--- src/rtl/serial_adder_pkg.sv ---
// Shared types and defaults for the bit-serial adder.
// The optional overflow output is enabled by SERIAL_ADDER_OVERFLOW_EN.
package serial_adder_pkg;

    typedef enum logic [1:0] {
        IDLE  = 2'd0,
        SHIFT = 2'd1,
        DONE  = 2'd2
    } state_t;

    localparam int DEFAULT_WIDTH = 8;

endpackage

--- src/rtl/full_adder.sv ---
// Combinational one-bit full adder built from two half-adder stages and an OR.
module full_adder (
    input  logic a,
    input  logic b,
    input  logic cin,
    output logic sum,
    output logic carry
);

    logic ha0_sum;
    logic ha0_carry;
    logic ha1_carry;

    // First half adder combines the operand bits, second folds in the carry.
    assign ha0_sum   = a ^ b;
    assign ha0_carry = a & b;
    assign sum       = ha0_sum ^ cin;
    assign ha1_carry = ha0_sum & cin;
    assign carry     = ha0_carry | ha1_carry;

endmodule

--- src/rtl/serial_adder.sv ---
// Bit-serial adder: one operand bit per clock, LSB first, through a single full-adder cell.
// Define SERIAL_ADDER_OVERFLOW_EN to add the signed-overflow output ovf.
module serial_adder
    import serial_adder_pkg::*;
#(
    parameter int WIDTH = DEFAULT_WIDTH
) (
    input  logic             clk,
    input  logic             rst_n,
    input  logic             start,
    input  logic [WIDTH-1:0] a,
    input  logic [WIDTH-1:0] b,
    input  logic             cin,
    output logic             busy,
    output logic             done,
    output logic [WIDTH-1:0] sum,
`ifdef SERIAL_ADDER_OVERFLOW_EN
    output logic             ovf,
`endif
    output logic             cout
);

    localparam int CW = $clog2(WIDTH);

    state_t           state_reg;
    state_t           state_next;
    logic [WIDTH-1:0] a_sh_reg;
    logic [WIDTH-1:0] b_sh_reg;
    logic [WIDTH-1:0] s_sh_reg;
    logic [WIDTH-1:0] s_sh_next;
    logic [CW-1:0]    cnt_reg;
    logic             carry_reg;
    logic [WIDTH-1:0] sum_reg;
    logic             cout_reg;
    logic             fa_sum;
    logic             fa_carry;
    logic             last_bit;

    full_adder u_cell (
        .a     (a_sh_reg[0]),
        .b     (b_sh_reg[0]),
        .cin   (carry_reg),
        .sum   (fa_sum),
        .carry (fa_carry)
    );

    assign s_sh_next = {fa_sum, s_sh_reg[WIDTH-1:1]};
    assign last_bit  = (cnt_reg == CW'(WIDTH - 1));

    always_ff @(posedge clk or negedge rst_n) begin
        if (!rst_n) begin
            state_reg <= IDLE;
        end else begin
            state_reg <= state_next;
        end
    end

    always_comb begin
        state_next = state_reg;
        case (state_reg)
            IDLE:    if (start) state_next = SHIFT;
            SHIFT:   if (last_bit) state_next = DONE;
            DONE:    state_next = IDLE;
            default: state_next = IDLE;
        endcase
    end

    // Datapath: operands load on accept, shift during SHIFT, results commit on the last bit.
    always_ff @(posedge clk or negedge rst_n) begin
        if (!rst_n) begin
            a_sh_reg  <= '0;
            b_sh_reg  <= '0;
            s_sh_reg  <= '0;
            cnt_reg   <= '0;
            carry_reg <= 1'b0;
            sum_reg   <= '0;
            cout_reg  <= 1'b0;
        end else begin
            case (state_reg)
                IDLE: begin
                    if (start) begin
                        a_sh_reg  <= a;
                        b_sh_reg  <= b;
                        carry_reg <= cin;
                        cnt_reg   <= '0;
                    end
                end
                SHIFT: begin
                    a_sh_reg  <= {1'b0, a_sh_reg[WIDTH-1:1]};
                    b_sh_reg  <= {1'b0, b_sh_reg[WIDTH-1:1]};
                    s_sh_reg  <= s_sh_next;
                    carry_reg <= fa_carry;
                    cnt_reg   <= cnt_reg + 1'b1;
                    if (last_bit) begin
                        sum_reg  <= s_sh_next;
                        cout_reg <= fa_carry;
                    end
                end
                default: ;
            endcase
        end
    end

`ifdef SERIAL_ADDER_OVERFLOW_EN
    logic ovf_reg;

    // On the last bit carry_reg is the carry into the MSB.
    always_ff @(posedge clk or negedge rst_n) begin
        if (!rst_n) begin
            ovf_reg <= 1'b0;
        end else if (state_reg == SHIFT && last_bit) begin
            ovf_reg <= carry_reg ^ fa_carry;
        end
    end

    assign ovf = ovf_reg;
`endif

    assign busy = (state_reg != IDLE);
    assign done = (state_reg == DONE);
    assign sum  = sum_reg;
    assign cout = cout_reg;

endmodule
--- config.mk ---
export PLATFORM = sky130hd
export DESIGN_NAME = serial_adder
export DESIGN_NICKNAME = d
export VERILOG_FILES = /design/src/rtl/serial_adder_pkg.sv /design/src/rtl/full_adder.sv /design/src/rtl/serial_adder.sv
export SDC_FILE = /design/constraint.sdc
export NUM_CORES = 1
export LEC_CHECK = 0
export BUFFER_PORTS_ARGS = -buffer_cell sky130_fd_sc_hd__buf_2
export CORE_MARGIN = 1.5
export CORE_UTILIZATION = 40
export DETAILED_ROUTE_END_ITERATION = 12
export PLACE_DENSITY = 0.56
export SLEW_MARGIN = 20
export SYNTH_ARGS = -nofsm -noshare
export SYNTH_HDL_FRONTEND = slang
export SYNTH_SLANG_ARGS = --single-unit
--- constraint.sdc ---
create_clock -name clk -period 1.8 [get_ports clk]
set_input_delay 0.27 -clock clk [delete_from_list [all_inputs] [get_ports clk]]
set_output_delay 0.27 -clock clk [all_outputs]
set_load 0.05 [all_outputs]
-- Word level (Yosys, flattened, before mapping)
Index checks and enable logic that the tools add are counted.
- output and inout port bits: 11
- register bits after elaboration: 39
- input bits: 20
- logic and storage cells: 36
- $add $sub $neg: 1
- reductions and logical operators: 6
- bitwise gates (word level): 5
- equal/unequal tests: 5
- multiplexer cells: 11
- operators with widths (operator ; count):
    case mux 8 bit (2 select lines) ; 2
    2-to-1 mux 8 bit ; 2
    case mux 3 bit (2 select lines) ; 1
    AND reduction 2 bit ; 3
    2-to-1 mux 2 bit ; 2
    != test 2 bit (second input constant) ; 2
    case mux 2 bit (2 select lines) ; 1
    nonzero test 2 bit ; 2
    adder 3 x 1 -> 3 bit (second input constant) ; 1
    == test 3 bit (second input constant) ; 1
    2-to-1 mux 3 bit ; 1
    bitwise AND 1 bit ; 2
    == test 2 x 1 -> 1 bit (second input constant) ; 1
    == test 2 bit (second input constant) ; 1
    logical NOT 2 bit ; 1
    case mux 1 bit (2 select lines) ; 1
    XOR 1 bit ; 2
    2-to-1 mux 1 bit ; 1
    OR 1 bit ; 1

-- Logic depth before layout (Yosys ltp)
- word-level depth: 4
- mapped depth: 5
- mapped depth without buffers: 4

-- Modules after synthesis
From an unflattened synthesis, not the netlist that was laid out.
- cells, all modules: 163
- area total of the unflattened synthesis: 1739.2 sq um
- by module, submodules not included (module ; area an instance (sq um) ; times used ; seq. area each (sq um) ; cells each):
    serial_adder ; 1719.1 ; 1 ; 950.9 ; 162
    full_adder ; 20.0 ; 1 ; 0.0 ; 1

-- Least setup slack after synthesis
Ideal clock, no wire load.
- kind: reg-to-output
- start point: register state_reg[1]
- end point: output port done
- arrival time: 1.460 ns
- stages on the path, launching flop included: 4
- slack: 0.070 ns
- buffers on the path: 2
- required time: 1.530 ns
- cells stage by stage: dfrtp_1 > buf_2 > buf_2 > nor2b_1
- longest elaborated chain between the ends: 1
- ends and longest elaborated chain (item ; line ; source):
    start: declaration ; serial_adder.sv:25 ; state_t state_reg;
    start signal: assignment ; serial_adder.sv:54 ; state_reg <= state_next;
    == test 2 bit ; serial_adder.sv:120 ; assign done = (state_reg == DONE);
    end: declaration ; serial_adder.sv:15 ; output logic done,
Every way passes these cells.

-- Worst setup path after layout
- start point: register state_reg[0]
- end point: output port busy
- longest elaborated chain between the ends: 1
- ends and longest elaborated chain (item ; line ; source):
    nonzero test 2 bit ; serial_adder.sv:119 ; assign busy = (state_reg != IDLE);
    end: declaration ; serial_adder.sv:14 ; output logic busy,
Every way passes these cells.

==> results by group <==
Outcome
  – Run status: finished, final reports clean

Cells and area
  – Area Growth Syn to Fin: 15.7%
  – # fillers: 412
  – Final #Nets: 190
  – Commonest non-fill, non-tap cell in the layout: dfrtp_1
  – Ant diodes: 0
  – Fraction of layout cells with a size suffix above 1: 42.5%
  – Most frequent cells in the layout: dfrtp_1, buf_2, mux2_2

Clocking
  – CTS clock-pin slew for the worst setup and hold paths: 0.07 ns
  – CTS root buffer: clkbuf_8
  – CTS resizes: 0
  – Post-CTS Setup Bufs: 0
  – Clock tree buffer depth: 2
  – Worst-Skew Late Latency: 0.29 ns
  – TritonCTS clock tree: done
  – # H-tree levels: 2
  – Hold bufs inserted after CTS: 0
  – Clk sinks: 38
  – Num CTS Buffers: 5

Setup path
  – Crit path largest cell delay: 0.53 ns
  – Worst Path Buf+Inv: 1
  – Slowest CP cell: dfrtp_1
  – Worst setup EP type: primary output
  – CP cell instances: or2_2 -> buf_2
  – Reg2reg setup slack: 0.23 ns
  – Critical path arrival: 1.38 ns
  – CP Class: reg -> out
  – CP top delay family: flip-flops
  – Crit path max fanout: 16
  – WP data required: 1.53 ns
  – Crit path launch type: flop

GRT
  – Vias in the first global route: 1,228
  – Largest net degree at the start of global routing: 39
  – Initial antenna violation count: 0
  – Global-route wire length before repair: 6.04 mm
  – Gr usage total: 16.2%
  – GRT overflow: 0

Power and ir drop
  – Combinational power share: 44.1%
  – Part of the power in registers: 41.2%
  – Leak pwr: 0.941 nW
  – Switching part of the total: 39.4%
  – Total power: 3.74 mW
  – PwrDens: 1820 nW/um2
  – Internal power: 2.26 mW
  – Clk pwr share: 14.7%
  – Switching power: 1.47 mW
  – Maximum VDD drop: 0.000559 V

STA
  – Final hold violation count: 0
  – RSZ-0062 raised after global routing: no
  – Setup TNS: 0 ns
  – Final setup fails: 0
  – Final period utilization: 91.6%
  – Setup Skew: 0.00312 ns
  – Crit path time final: 1.65 ns
  – Slew headroom: 67.9%
  – Worst-Margin Slew: 0.482 ns
  – F_max: 607 MHz
  – Final setup margin: 0.152 ns
  – Slew Limit Fails: 0
  – Hold WS: 0.0213 ns

Routing
  – Drt total wl: 3.43 mm
  – Initial drt markers: 39
  – Antenna Nets Post-Route: 0
  – DRC viols: 0
  – Vias/cell: 5.38
  – Via count: 1,178
  – Wire per inst: 15.7 um
  – DRT Pass-1 Iters: 4

Synthesis
  – Post-synth EDFFs: 0
  – Post-Syn Area: 1770 um2
  – Avg Inst Size Synth: 13.1 um2
  – FFs w/ async S/R, synth: 100%
  – Top cells by area, synth: dfrtp_1, mux2_2, o221a_2, nor3b_1, nor4b_1
  – Most used DFF post-synth: dfrtp_1
  – Syn Nets: 158
  – Synthesis Warnings: 0
  – Sequential share of the synthesized area: 53.6%
  – Cells after Synth: 135
  – Yosys top cell area share: 53.6%
  – Yosys top cell by area: dfrtp_1
  – Flops & latches, synth: 38
  – Synth unique cells: 27

Placement
  – Placement Setup Slack: 0.236 ns
  – Buffers on Ports: 30
  – Gpl congestion: 0.703
  – HPWL Detailed: 2.37 mm

Floorplan
  – Die H: 69.6 um
  – I/O Pins: 31
  – Num rows: 24
  – Initial Util: 41.0%
  – Die X: 69.6 um
  – Die area: 4840 um2
  – Core Region: 4320 um2

Run
  – Max-cap viol count: 0

Min path
  – Hold crit path type: in -> async
[power by group through the flow]
stage / Combinational [mW] / Clock [mW] / Sequential, mW
floorplan: 1.03 / 0 / 1.81
global placement: 1.63 / 0 / 1.54
detailed placement: 1.67 / 0 / 1.56
CTS: 1.68 / 0.576 / 1.54
global route: 1.80 / 0.626 / 1.60
finish: 1.65 / 0.548 / 1.54
[worst register-to-register path, delay by kind of cell, from the launching register on]
family	cells	cell delay, ns
AND/OR/NAND/NOR	1	0.08
buffers and inverters	1	0.20
multiplexers	1	0.36
adder cells (fa/ha/maj)	2	0.42
flip-flops	1	0.40
[Yosys cell counts, types with 2 or more instances]
master    count
dfrtp_1      38
a22o_1        2
mux2_2       16
a211o_1       2
inv_1         9
clkbuf_1      3
o221a_2       7
ha_1          2
a211oi_1      8
nor4b_1       8
buf_6         2
buf_2         7
or4b_1        7
nand2b_1      2
nor3b_1      10
[final timing paths]
check | startpoint | endpoint | cells past startpoint
min in group clk | b[6] | b_sh_reg[6] | 3
worst min-delay path | rst_n | sum[6] | 2
worst max-delay path | state_reg[0] | busy | 2
worst min register to register | cnt_reg[0] | cnt_reg[0] | 1
worst max register to register | cnt_reg[0] | sum[1] | 5
max in group asynchronous | rst_n | a_sh_reg[2] | 2
[metrics by stage]
stage,area (um2),cells,util [%]
2_1_floorplan,1770,135,-
3_3_place_gp,1970,212,45.6
3_5_place_dp,1970,212,45.6
4_1_cts,2050,219,47.5
5_1_grt,2050,219,47.5
6_report,2050,219,47.5
[logic make-up after synthesis]
family | Yosys count | share of synthesized area, %
adders and majority gates | 3 | 2.54
and+or+nand+nor | 34 | 16.1
muxes | 17 | 10.7
DFF | 38 | 53.6
AOI/OAI and AO/OA | 22 | 11.3
buffers and inverters | 21 | 5.78
[metal layers]
metal | routed length [um] | GRT usage, % | up-vias
met5 | 0 | 0 | -
met4 | 38 | 6.54 | 0
met3 | 143 | 5.23 | 4
met2 | 1600 | 24.5 | 24
met1 | 1650 | 21.6 | 582
li1 | - | - | 568
[final cells by class]
cell class	instances	area, um2	share of cell area, %
Clock inverter	2	10.0	0.488
Inverter	9	33.8	1.65
Timing Repair Buffer	37	203	9.88
Sequential cell	38	951	46.3
Clock buffer	5	68.8	3.35
Multi-Input combinational cell	76	721	35.1
Tap cell	52	65.1	3.17
Note: power is estimated with default switching activity, not from simulation.
